File: src/rtl/synth_pkg.sv
// Shared synth definitions: command encodings, special note codes, waveform
// indices and the reference voice record layout at default widths.
package synth_pkg;

  localparam logic CMD_NOTE_ON  = 1'b1;
  localparam logic CMD_NOTE_OFF = 1'b0;

  // Special note values at the default 7-bit MIDI width.
  localparam logic [6:0] NOTE_CHANGE_WAVE = 7'h00;
  localparam logic [6:0] NOTE_STOP_ALL    = 7'h7F;

  // Bit positions in the one-hot waveform select.
  localparam int unsigned SINE     = 0;
  localparam int unsigned SQUARE   = 1;
  localparam int unsigned SAWTOOTH = 2;
  localparam int unsigned TRIANGLE = 3;

  // Voice record at default widths (7-bit note, 8-bit velocity, 16 voices).
  typedef struct packed {
    logic [6:0] note;
    logic [7:0] vel;
    logic [3:0] age;
  } voice_t;

endpackage

File: src/rtl/voice_allocator_p_if.sv
// Command and dispatch bus of voice_allocator_p. The master drives commands and
// observes dispatch; the slave is the allocator.
interface voice_allocator_p_if #(
  parameter int unsigned NVOICES = 16,
  parameter int unsigned MIDI_W  = 7,
  parameter int unsigned VEL_W   = 8,
  parameter int unsigned NWAVES  = 4
);
  localparam int unsigned IDX_W = $clog2(NVOICES);

  logic                    i_valid;
  logic [MIDI_W+VEL_W:0]   i_data;
  logic [MIDI_W-1:0]       o_midi;
  logic [VEL_W-1:0]        o_velocity;
  logic [IDX_W-1:0]        o_voice_idx;
  logic                    o_valid;
  logic [NWAVES-1:0]       o_wave_sel;
  logic [IDX_W:0]          o_active_cnt;
  logic                    o_steal;

  modport master (
    output i_valid, i_data,
    input  o_midi, o_velocity, o_voice_idx, o_valid, o_wave_sel, o_active_cnt, o_steal
  );

  modport slave (
    input  i_valid, i_data,
    output o_midi, o_velocity, o_voice_idx, o_valid, o_wave_sel, o_active_cnt, o_steal
  );

endinterface

File: src/rtl/voice_allocator_p_voice_pick.sv
// Combinational slot search: lowest free slot, lowest slot holding a note,
// and the oldest active slot (lowest index on equal age).
module voice_pick #(
  parameter  int unsigned NVOICES = 16,
  parameter  int unsigned MIDI_W  = 7,
  localparam int unsigned IDX_W   = $clog2(NVOICES)
) (
  input  logic [NVOICES-1:0][MIDI_W-1:0] notes_i,
  input  logic [NVOICES-1:0][IDX_W-1:0]  ages_i,
  input  logic [MIDI_W-1:0]              note_i,
  output logic [IDX_W-1:0]               free_idx_o,
  output logic                           free_found_o,
  output logic [IDX_W-1:0]               match_idx_o,
  output logic                           match_found_o,
  output logic [IDX_W-1:0]               oldest_idx_o
);

  logic [IDX_W-1:0] oldest_age;
  logic             oldest_found;

  // Ascending scans; the first hit wins so ties resolve to the lowest index.
  always_comb begin
    free_idx_o    = '0;
    free_found_o  = 1'b0;
    match_idx_o   = '0;
    match_found_o = 1'b0;
    oldest_idx_o  = '0;
    oldest_age    = '0;
    oldest_found  = 1'b0;
    for (int i = 0; i < int'(NVOICES); i++) begin
      if (notes_i[i] == '0) begin
        if (!free_found_o) begin
          free_found_o = 1'b1;
          free_idx_o   = IDX_W'(i);
        end
      end else begin
        if (!match_found_o && (notes_i[i] == note_i)) begin
          match_found_o = 1'b1;
          match_idx_o   = IDX_W'(i);
        end
        if (!oldest_found || (ages_i[i] > oldest_age)) begin
          oldest_found = 1'b1;
          oldest_age   = ages_i[i];
          oldest_idx_o = IDX_W'(i);
        end
      end
    end
  end

endmodule

File: src/rtl/voice_allocator_p.sv
// Polyphonic voice allocator: NVOICES slots of {note, vel, age}, note-on/off
// handling, waveform cycling and round-robin dispatch on clk_en.
// Optional macro VOICE_STEAL_EN: a note-on with a full table replaces the
// oldest voice and pulses o_steal; otherwise such a note-on is dropped.
module voice_allocator_p
  import synth_pkg::*;
#(
  parameter int unsigned NVOICES = 16,
  parameter int unsigned MIDI_W  = 7,
  parameter int unsigned VEL_W   = 8,
  parameter int unsigned NWAVES  = 4
) (
  input  logic               clk,
  input  logic               reset,
  input  logic               clk_en,
  voice_allocator_p_if.slave bus
);

  localparam int unsigned      IDX_W    = $clog2(NVOICES);
  localparam int unsigned      CNT_W    = IDX_W + 1;
  localparam logic [IDX_W-1:0] IDX_LAST = IDX_W'(NVOICES - 1);
  localparam logic [NWAVES-1:0] WAVE_RST = NWAVES'(1) << SINE;

  logic [NVOICES-1:0][MIDI_W-1:0] note_q, note_d;
  logic [NVOICES-1:0][VEL_W-1:0]  vel_q, vel_d;
  logic [NVOICES-1:0][IDX_W-1:0]  age_q, age_d;
  logic [IDX_W-1:0]               idx_q, idx_d;
  logic [MIDI_W-1:0]              midi_q, midi_d;
  logic [VEL_W-1:0]               velo_q, velo_d;
  logic [IDX_W-1:0]               vidx_q, vidx_d;
  logic                           valid_q, valid_d;
  logic [NWAVES-1:0]              wave_q, wave_d;
  logic [CNT_W-1:0]               cnt_q, cnt_d;
  logic                           steal_q, steal_d;

  logic                           cmd_bit;
  logic [MIDI_W-1:0]              cmd_note;
  logic [VEL_W-1:0]               cmd_vel;
  logic [IDX_W-1:0]               free_idx, match_idx, oldest_idx;
  logic                           free_found, match_found;
  logic                           place_en, retrig_en, release_en, clear_all;
  logic [IDX_W-1:0]               place_idx;

  assign cmd_bit  = bus.i_data[MIDI_W+VEL_W];
  assign cmd_note = bus.i_data[VEL_W +: MIDI_W];
  assign cmd_vel  = bus.i_data[VEL_W-1:0];

  voice_pick #(
    .NVOICES (NVOICES),
    .MIDI_W  (MIDI_W)
  ) u_pick (
    .notes_i       (note_q),
    .ages_i        (age_q),
    .note_i        (cmd_note),
    .free_idx_o    (free_idx),
    .free_found_o  (free_found),
    .match_idx_o   (match_idx),
    .match_found_o (match_found),
    .oldest_idx_o  (oldest_idx)
  );

  // Command decode into one table action per cycle.
  always_comb begin
    place_en   = 1'b0;
    place_idx  = '0;
    retrig_en  = 1'b0;
    release_en = 1'b0;
    clear_all  = 1'b0;
    steal_d    = 1'b0;
    wave_d     = wave_q;
    if (bus.i_valid) begin
      if (cmd_bit == CMD_NOTE_ON) begin
        if (cmd_note == '0) begin
          // Note 0 with velocity 0 is CHANGE_WAVE; with a velocity it is ignored.
          if (cmd_vel == '0) wave_d = {wave_q[NWAVES-2:0], wave_q[NWAVES-1]};
        end else if (cmd_vel == '0) begin
          release_en = match_found;
        end else if (match_found) begin
          retrig_en = 1'b1;
        end else if (free_found) begin
          place_en  = 1'b1;
          place_idx = free_idx;
        end else begin
`ifdef VOICE_STEAL_EN
          place_en  = 1'b1;
          place_idx = oldest_idx;
          steal_d   = 1'b1;
`else
          place_en  = 1'b0;
`endif
        end
      end else begin
        if (cmd_note == '1) clear_all = 1'b1;
        else if (cmd_note != '0) release_en = match_found;
      end
    end
  end

  // Voice table next state: placement, retrigger, release or full clear.
  always_comb begin
    note_d = note_q;
    vel_d  = vel_q;
    age_d  = age_q;
    for (int i = 0; i < int'(NVOICES); i++) begin
      if (clear_all) begin
        note_d[i] = '0;
        vel_d[i]  = '0;
        age_d[i]  = '0;
      end else if (place_en) begin
        if (i == int'(place_idx)) begin
          note_d[i] = cmd_note;
          vel_d[i]  = cmd_vel;
          age_d[i]  = '0;
        end else if ((note_q[i] != '0) && (age_q[i] != IDX_LAST)) begin
          age_d[i] = age_q[i] + 1'b1;
        end
      end else if (retrig_en) begin
        // Only voices younger than the retriggered one age, keeping order intact.
        if (i == int'(match_idx)) begin
          vel_d[i] = cmd_vel;
          age_d[i] = '0;
        end else if ((note_q[i] != '0) && (age_q[i] < age_q[match_idx])) begin
          age_d[i] = age_q[i] + 1'b1;
        end
      end else if (release_en && (i == int'(match_idx))) begin
        note_d[i] = '0;
        vel_d[i]  = '0;
        age_d[i]  = '0;
      end
    end
  end

  // Occupancy count from the current table; visible one cycle after a change.
  always_comb begin
    cnt_d = '0;
    for (int i = 0; i < int'(NVOICES); i++) begin
      if (note_q[i] != '0) cnt_d = cnt_d + 1'b1;
    end
  end

  // Round-robin dispatch from the pre-update table on each clk_en tick.
  always_comb begin
    idx_d   = idx_q;
    midi_d  = midi_q;
    velo_d  = velo_q;
    vidx_d  = vidx_q;
    valid_d = valid_q;
    if (clk_en) begin
      midi_d  = note_q[idx_q];
      velo_d  = vel_q[idx_q];
      vidx_d  = idx_q;
      valid_d = (note_q[idx_q] != '0);
      idx_d   = (idx_q == IDX_LAST) ? '0 : idx_q + 1'b1;
    end
  end

  // State registers.
  always_ff @(posedge clk or negedge reset) begin
    if (!reset) begin
      note_q  <= '0;
      vel_q   <= '0;
      age_q   <= '0;
      idx_q   <= '0;
      midi_q  <= '0;
      velo_q  <= '0;
      vidx_q  <= '0;
      valid_q <= 1'b0;
      wave_q  <= WAVE_RST;
      cnt_q   <= '0;
      steal_q <= 1'b0;
    end else begin
      note_q  <= note_d;
      vel_q   <= vel_d;
      age_q   <= age_d;
      idx_q   <= idx_d;
      midi_q  <= midi_d;
      velo_q  <= velo_d;
      vidx_q  <= vidx_d;
      valid_q <= valid_d;
      wave_q  <= wave_d;
      cnt_q   <= cnt_d;
      steal_q <= steal_d;
    end
  end

  assign bus.o_midi       = midi_q;
  assign bus.o_velocity   = velo_q;
  assign bus.o_voice_idx  = vidx_q;
  assign bus.o_valid      = valid_q;
  assign bus.o_wave_sel   = wave_q;
  assign bus.o_active_cnt = cnt_q;
  assign bus.o_steal      = steal_q;

endmodule
File: src/flat_wrapper.sv
// flat-port wrapper written by rule: the top's interface ports become plain ports
module voice_allocator_p_flat import synth_pkg::*;
#(
  parameter int unsigned NVOICES = 16,
  parameter int unsigned MIDI_W  = 7,
  parameter int unsigned VEL_W   = 8,
  parameter int unsigned NWAVES  = 4
)
  (clk, reset, clk_en, bus_i_valid, bus_i_data, bus_o_midi, bus_o_velocity, bus_o_voice_idx, bus_o_valid, bus_o_wave_sel, bus_o_active_cnt, bus_o_steal);
  voice_allocator_p_if #(.NVOICES(NVOICES), .MIDI_W(MIDI_W), .VEL_W(VEL_W), .NWAVES(NWAVES)) bus_i ();
  input  logic clk;
  input  logic reset;
  input  logic clk_en;
  input wire logic [$bits(bus_i.i_valid)-1:0] bus_i_valid;
  input wire logic [$bits(bus_i.i_data)-1:0] bus_i_data;
  output wire logic [$bits(bus_i.o_midi)-1:0] bus_o_midi;
  output wire logic [$bits(bus_i.o_velocity)-1:0] bus_o_velocity;
  output wire logic [$bits(bus_i.o_voice_idx)-1:0] bus_o_voice_idx;
  output wire logic [$bits(bus_i.o_valid)-1:0] bus_o_valid;
  output wire logic [$bits(bus_i.o_wave_sel)-1:0] bus_o_wave_sel;
  output wire logic [$bits(bus_i.o_active_cnt)-1:0] bus_o_active_cnt;
  output wire logic [$bits(bus_i.o_steal)-1:0] bus_o_steal;
  assign bus_i.i_valid = bus_i_valid;
  assign bus_i.i_data = bus_i_data;
  assign bus_o_midi = bus_i.o_midi;
  assign bus_o_velocity = bus_i.o_velocity;
  assign bus_o_voice_idx = bus_i.o_voice_idx;
  assign bus_o_valid = bus_i.o_valid;
  assign bus_o_wave_sel = bus_i.o_wave_sel;
  assign bus_o_active_cnt = bus_i.o_active_cnt;
  assign bus_o_steal = bus_i.o_steal;
  voice_allocator_p #(.NVOICES(NVOICES), .MIDI_W(MIDI_W), .VEL_W(VEL_W), .NWAVES(NWAVES)) u_core (.clk(clk), .reset(reset), .clk_en(clk_en), .bus(bus_i));
endmodule
File: config.mk
export PLATFORM = sky130hd
export DESIGN_NAME = voice_allocator_p_flat
export DESIGN_NICKNAME = d
export VERILOG_FILES = /design/src/rtl/synth_pkg.sv /design/src/rtl/voice_allocator_p_if.sv /design/src/rtl/voice_allocator_p_voice_pick.sv /design/src/rtl/voice_allocator_p.sv /design/src/flat_wrapper.sv
export SDC_FILE = /design/constraint.sdc
export NUM_CORES = 1
export LEC_CHECK = 0
export CAP_MARGIN = 20
export CORE_MARGIN = 5
export CORE_UTILIZATION = 60
export CTS_CLUSTER_SIZE = 14
export DETAILED_ROUTE_END_ITERATION = 10
export DONT_BUFFER_PORTS = 1
export PLACE_DENSITY = 0.79
export SYNTH_ARGS = -nofsm -noshare
export SYNTH_HDL_FRONTEND = slang
export SYNTH_HIERARCHICAL = 1
export SYNTH_SLANG_ARGS = --single-unit
File: constraint.sdc
create_clock -name clk -period 8.8 [get_ports clk]
set_clock_uncertainty 0.05 [all_clocks]
set_input_delay 1.76 -clock clk [delete_from_list [all_inputs] [get_ports clk]]
set_output_delay 1.76 -clock clk [all_outputs]
set_load 0.05 [all_outputs]
==> impl_metrics.env <==
export IMPL_status="complete, no violations"
export IMPL_die_area_mm2=0.0310
export IMPL_drtIter0Drc=1713
export IMPL_grt_start_max_net_pins=274
export IMPL_cpMaxStageDelayCell="or4_4"
export IMPL_maxCapViolations=0
export IMPL_netlist_instances=1562
export IMPL_grt_pass1_wl_um=71300
export IMPL_cp_start_kind="register"
export IMPL_hold_viol_final=0
export IMPL_drc=0
export IMPL_required_ns=9.20
export IMPL_clkLatencyLatePin_ns=0.57
export IMPL_antenna_left=0
export IMPL_critPathArrivalTime_ns=9.08
export IMPL_cts_sinks=273
export IMPL_cp_end_kind="register"
export IMPL_critical_path_cell_count=43
export IMPL_setup_tns_ns=0
export IMPL_cts_root_buf="clkbuf_16"
export IMPL_synth_fp_nets=1598
export IMPL_io_buffers=0
export IMPL_max_freq_ghz=0.115
export IMPL_worst_slew_pin_slew_ns=1.16
export IMPL_placed_cell_area_mm2=0.0168
export IMPL_drv_slew=0
export IMPL_drive_above_1_share=0.251
export IMPL_cts_buffer_depth=3
export IMPL_vias=12900
export IMPL_cts_tree="done"
export IMPL_track_usage=0.291
export IMPL_core_region_area_mm2=0.0271
export IMPL_fill_cells=1871
export IMPL_post_route_period_util=0.987
export IMPL_design_portCount=50
export IMPL_path_buf_inv=0
export IMPL_setup_viol=0
export IMPL_num_rows=60
export IMPL_final_area_mm2=0.0183
export IMPL_cts_htree_levels=1
export IMPL_cpMostUsedCell="ha_1"
export IMPL_min_period_ns=8.69
export IMPL_n_antenna_cell=0
export IMPL_path_delay_family="simple AND/OR/NAND/NOR gates"
export IMPL_grt_overflow=0
export IMPL_area_growth_pct=10.4
export IMPL_wirelength_um=46100
export IMPL_hold_class="register to register"
export IMPL_hpwlAfterDp_um=29900
export IMPL_yosysWarningCount=6
export IMPL_via_per_inst=6.68
export IMPL_path_clk_slew_ns=0.06
export IMPL_critPathKind="register to register"
export IMPL_instances_no_fill=1935
export IMPL_initial_core_util=0.611
export IMPL_numCtsBuffers=30
export IMPL_drt_first_pass_iters=7
export IMPL_gp_congestion=0.996
export IMPL_timing_slew_headroom=0.224
export IMPL_placed_cells=1861
export IMPL_die_height_um=176
export IMPL_critical_path_max_stage_delay_ns=0.55
export IMPL_r2r_cells=43
export IMPL_whs_path_depth=1
export IMPL_final_nets=1579
export IMPL_post_route_util=0.675
export IMPL_antenna_found_initial=0
export IMPL_syn_avg_cell_area_um2=10.6
export IMPL_wl_per_cell_um=23.8
export IMPL_die_width_um=176
export IMPL_grt_pass1_vias=12600
export IMPL_cp_max_fo=4
export IMPL_syn_area_mm2=0.0166
[final timing paths]
| path | slack (ns) | end | startpoint |
|---|---|---|---|
| max | 0.11 | u_core/bus.o_active_cnt[4] | u_core/note_q[7] |
| min | 0.45 | u_core/vel_q[33] | u_core/vel_q[33] |
| max reg2reg | 0.11 | u_core/bus.o_active_cnt[4] | u_core/note_q[7] |
| min reg2reg | 0.45 | u_core/vel_q[33] | u_core/vel_q[33] |
| max in group asynchronous | 6.97 | u_core/idx_q[0] | reset |
| min in group asynchronous | 0.86 | u_core/note_q[44] | reset |
[flip-flops by register name (all words and copies together) (netlist names)]
name                     count
u_core/bus.o_wave_sel        4
u_core/bus.o_midi            7
u_core/bus.o_velocity        8
u_core/bus.o_valid           1
u_core/bus.o_voice_idx       4
u_core/vel_q               128
u_core/note_q              112
u_core/idx_q                 4
u_core/bus.o_active_cnt      5
[worst reg2reg max path: cells and delay by family (launching register included)]
kind	cells	cell delay, ns
DFF	1	0.40
and+or+nand+nor	16	2.90
muxes	4	0.85
adders and majority gates	8	2.15
xor gates and xnor gates	5	0.95
AOI/OAI and AO/OA	10	1.26
[cell usage in the layout (no fill, tap or decap), types with 25 or more instances in the layout]
| cell | instances |
|---|---|
| a21oi_1 | 26 |
| buf_4 | 39 |
| clkbuf_16 | 30 |
| dfrtp_1 | 270 |
| mux2_2 | 153 |
| mux4_2 | 74 |
| nand2_1 | 185 |
| nand3_1 | 25 |
| nor2_1 | 91 |
| nor3_1 | 51 |
| nor4_1 | 35 |
| o21ai_0 | 166 |
| xnor2_1 | 85 |
| xor2_1 | 72 |
[what timing repair did]
action | in CTS | in global routing
endpoints found under the setup margin | 2 | 4
setup buffers | 1 | 18
pin swaps | 2 | 31
hold buffers | 0 | 0
gates resized for setup | 5 | 50
[cell type report]
cell class / count / area, um2 / share of cell area
multi-input cells: 1183 / 9620 / 0.526
inverters: 13 / 51.3 / 0.00280
repair buffers: 42 / 320 / 0.0175
well taps: 372 / 465 / 0.0254
flip-flops and latches: 273 / 6840 / 0.374
clock inverters: 11 / 158 / 0.00862
clock buffers: 41 / 842 / 0.0460
[metal layers]
layer / wire length (um) / GRT usage / up-vias
met5: 0 / 0 / -
met4: 1500 / 0.100 / 0
met3: 4870 / 0.0745 / 120
met2: 21500 / 0.456 / 740
met1: 18300 / 0.398 / 6480
li1: - / - / 5587
[per-stage QoR]
stage               hold WS, ns  worst slack, ns
finish                    0.452            0.112
global route              0.464           -0.189
CTS                       0.454           0.0183
detailed placement        0.440           -0.113
global placement          0.434            0.289
floorplan                 0.425            0.425
Power is left out: the tool's default activity adds up to more than one toggle a clock period on the data nets, which glitch-free logic cannot reach.
==> RTL change 1: new RTL, same flow settings <==
Reset style: synchronous (`reset`), changed in one clocked block.
--- a/src/rtl/voice_allocator_p.sv
+++ b/src/rtl/voice_allocator_p.sv
@@ -156,5 +156,5 @@
 
   // State registers.
-  always_ff @(posedge clk or negedge reset) begin
+  always_ff @(posedge clk) begin
     if (!reset) begin
       note_q  <= '0;
Function: differs if reset is asserted again (counterexample within 4 cycles, from zero or initial values and one cycle with reset low); with reset held inactive, the same outputs for 4 cycles.
==> RTL change 1 against the original RTL <==
The flow now finishes with violations (setup timing). Sequential cell count up 64. Area after synthesis up 25%. Critical endpoint is now u_core/bus.o_active_cnt[4]. Wire length up 41%. Worst setup slack worse by 0.31 ns. Count of clock-buffer cells in the layout up 7. Critical path depth unchanged. Final area up 25%. Highest routed layer unchanged.
Power is left out: it rests on default switching activity, and per cell area and clock period it moved more than threefold.
==> RTL change 1: results (changes against the original RTL) <==
metric;value;unit;change
dr.pass1.iters;6;;was 7
drt_first_iter_violations;2238;;was 1713
grt_max_degree;175;;was 274
grt_pass1_wl;99800;µm;was 71300 µm
wl_met3;6250;µm;was 4870 µm
status;complete, but fails checks;;was complete, no violations
avgSynthCellArea;9.21;µm²;was 10.6 µm²
dpl.hpwl;44200;µm;was 29900 µm
n_fill_cell;2700;;was 1871
setup.worst_path.end;u_core/bus.o_active_cnt[4];;unchanged
wl_met1;24900;µm;was 18300 µm
hp-start;u_core/vel_q[117];;was u_core/vel_q[33]
place_ws;-0.342;ns;was -0.113 ns
dp_cells;2649;;was 1861
viasPerCell;6.73;;was 6.68
hold_slack;0.438;ns;was 0.452 ns
grtUsageTotal;32.4;%;was 29.1%
grtUsageMet3;6.37;%;was 7.45%
final_nets;2349;;was 1579
tightest_slew;1.15;ns;was 1.16 ns
grt_use_met1;41.2;%;was 39.8%
drive_gt1_share;13.8;%;was 25.1%
r2r_start;u_core/note_q[3];;was u_core/note_q[7]
routed_wirelength;65200;µm;was 46100 µm
grt_util_met2;52.0;%;was 45.6%
setup_viol;2;;was 0
setup_ws;-0.198;ns;was 0.112 ns
hold_path_end;u_core/vel_q[117];;was u_core/vel_q[33]
min_path_cells;2;;was 1
dr_wl_met2;29900;µm;was 21500 µm
grt_pass1_vias;17917;;was 12630
gp_congestion;0.988;;was 0.996
failed_checks;setup timing;;
-- RTL change 1: layout make-up --
class                      count  share of cell area, %
multi-input combinational   1768                   59.7
sequential                   337                   29.5
clock buffer                  48                   4.30
timing repair buffer          89                   3.00
tap                          455                   2.48
clock inverter                14                  0.792
inverter                      17                  0.278
-- RTL change 1: per-stage QoR --
stage          area [µm²]  setup TNS, ns
2_1_floorplan       20700              0
3_3_place_gp        21400        -0.0247
3_5_place_dp        21400         -0.419
4_1_cts             22800         -0.194
5_1_grt             22900          -1.30
6_report            22900         -0.251
-- RTL change 1: timing repair --
item	4_1_cts	5_1_grt
endpoints found under the hold margin	0	0
pin swaps	21	30
setup endpoints to repair	3	4
resized for setup	22	18
setup buffers	13	3
-- RTL change 1: worst max-delay path, delay by kind of cell, from the launching register on --
kind	cells	cell delay (ns)
AND/OR/NAND/NOR	13	2.85
adder cells (fa/ha/maj)	7	1.98
XOR/XNOR	7	1.25
AO/OA/AOI/OAI	10	1.21
flip-flops	1	0.32
multiplexers	6	1.30
==> RTL change 2: new RTL, same flow settings <==
Without the edit above. `MIDI_W` is set to 7 in 4 places; all go to 14.
--- a/src/rtl/voice_allocator_p_if.sv
+++ b/src/rtl/voice_allocator_p_if.sv
@@ -3,5 +3,5 @@
 interface voice_allocator_p_if #(
   parameter int unsigned NVOICES = 16,
-  parameter int unsigned MIDI_W  = 7,
+  parameter int unsigned MIDI_W  = 14,
   parameter int unsigned VEL_W   = 8,
   parameter int unsigned NWAVES  = 4
--- a/src/rtl/voice_allocator_p_voice_pick.sv
+++ b/src/rtl/voice_allocator_p_voice_pick.sv
@@ -3,5 +3,5 @@
 module voice_pick #(
   parameter  int unsigned NVOICES = 16,
-  parameter  int unsigned MIDI_W  = 7,
+  parameter  int unsigned MIDI_W  = 14,
   localparam int unsigned IDX_W   = $clog2(NVOICES)
 ) (
--- a/src/rtl/voice_allocator_p.sv
+++ b/src/rtl/voice_allocator_p.sv
@@ -7,5 +7,5 @@
 #(
   parameter int unsigned NVOICES = 16,
-  parameter int unsigned MIDI_W  = 7,
+  parameter int unsigned MIDI_W  = 14,
   parameter int unsigned VEL_W   = 8,
   parameter int unsigned NWAVES  = 4
--- a/src/flat_wrapper.sv
+++ b/src/flat_wrapper.sv
@@ -3,5 +3,5 @@
 #(
   parameter int unsigned NVOICES = 16,
-  parameter int unsigned MIDI_W  = 7,
+  parameter int unsigned MIDI_W  = 14,
   parameter int unsigned VEL_W   = 8,
   parameter int unsigned NWAVES  = 4
Interface: changed (resized bus_i_data and bus_o_midi); port bits go from 50 to 64. The function was not compared with the original's and may differ.
==> RTL change 2 against the original RTL <==
The run now ends with setup timing left. Worst hold slack gained 0.0033 ns. First-iteration DRC count rose by 70%. Die area rose by 41%. Area after synthesis up 44%. Non-clock buffer count up 108. Sequential cell count is 119 higher. Critical path depth up 3. Wire length rose by 70%. Worst setup slack got worse by 0.12 ns. Final area rose by 48%. Global-route usage grew 5.8 points. Critical path type unchanged. Highest routed layer is now met5.
Power is left out: the tool's default activity adds up to more than one toggle a clock period on the data nets, which glitch-free logic cannot reach.
==> RTL change 2: results (changes against the original RTL) <==
metric;value;unit;change
status;complete, but fails checks;;was complete, no violations
failed_checks;setup timing;;
avgSynthCellArea;10.9;µm²;was 10.6 µm²
nNonClkInverters;25;;was 13
dr.pass1.iters;6;;was 7
critPathSlowestCell;dfrtp_1;;was or4_4
hp-start;u_core/vel_q[22];;was u_core/vel_q[33]
rr_endpoint;u_core/bus.o_active_cnt[3];;was u_core/bus.o_active_cnt[4]
path_delay_family;compound AO/OA/AOI/OAI gates;;was simple AND/OR/NAND/NOR gates
r2r_start;u_core/note_q[1];;was u_core/note_q[7]
grtUsageTotal;34.9;%;was 29.1%
insertedDiodeCount;1;;was 0
ff2ff_path_depth;46;;was 43
grt_use_met1;48.7;%;was 39.8%
rows;73;;was 60
place_ws;-0.515;ns;was -0.113 ns
routed_wirelength;78600;µm;was 46100 µm
gp_congestion;1.04;;was 0.996
largest_reg_flops;224;;was 128
setup_ws;-0.0107;ns;was 0.112 ns
drive_gt1_share;29.4;%;was 25.1%
grtUsageMet3;10.8;%;was 7.45%
grt_pass1_wl;118000;µm;was 71300 µm
buffer_area_share;4.25;%;was 1.75%
multiInputGateArea;0.0138;mm²;was 0.00962 mm²
place_area;0.0249;mm²;was 0.0168 mm²
final_nets;2306;;was 1579
vias;19604;;was 12927
max_slew_margin;9.24;%;was 22.4%
cts_buffers;44;;was 30
dp_cells;2706;;was 1861
num-multi-input-gates;1649;;was 1183
clk_latency;0.59;ns;was 0.57 ns
nFlopsAndLatches;392;;was 273
top_register;u_core/note_q;;was u_core/vel_q
buffers;150;;was 42
regArea;0.00982;mm²;was 0.00684 mm²
arrival;9.21;ns;was 9.08 ns
setup_viol;1;;was 0
setup_tns;-0.0107;ns;was 0 ns
dpl.hpwl;52800;µm;was 29900 µm
n_fill_cell;2891;;was 1871
hold_path_end;u_core/vel_q[22];;was u_core/vel_q[33]
[RTL change 2: through the flow]
| stage | hold WS [ns] | utilization, % |
|---|---|---|
| floorplan | 0.425 | - |
| global placement | 0.433 | 62.9 |
| detailed placement | 0.441 | 62.9 |
| CTS | 0.454 | 67.4 |
| global route | 0.471 | 68.5 |
| finish | 0.455 | 68.5 |
[RTL change 2: what timing repair did]
| action | 4_1_cts | 5_1_grt |
|---|---|---|
| pin swaps | 25 | 45 |
| setup endpoints to repair | 4 | 4 |
| setup buffers | 12 | 18 |
| gates resized for setup | 26 | 44 |
[RTL change 2: worst reg2reg max path, delay by kind of cell (launching register included)]
kind	cells	cell delay, ns
buf+inv	6	0.74
flops	1	0.39
fa+ha+maj	7	1.55
simple gates	10	1.60
mux	4	1.00
xor+xnor	4	0.64
compound gates	15	2.72
[RTL change 2: metal layers]
layer,up-vias,share of wire (%)
li1,8238,-
met1,9751,39
met2,1329,44
met3,284,13
met4,2,4.7
met5,-,0.018
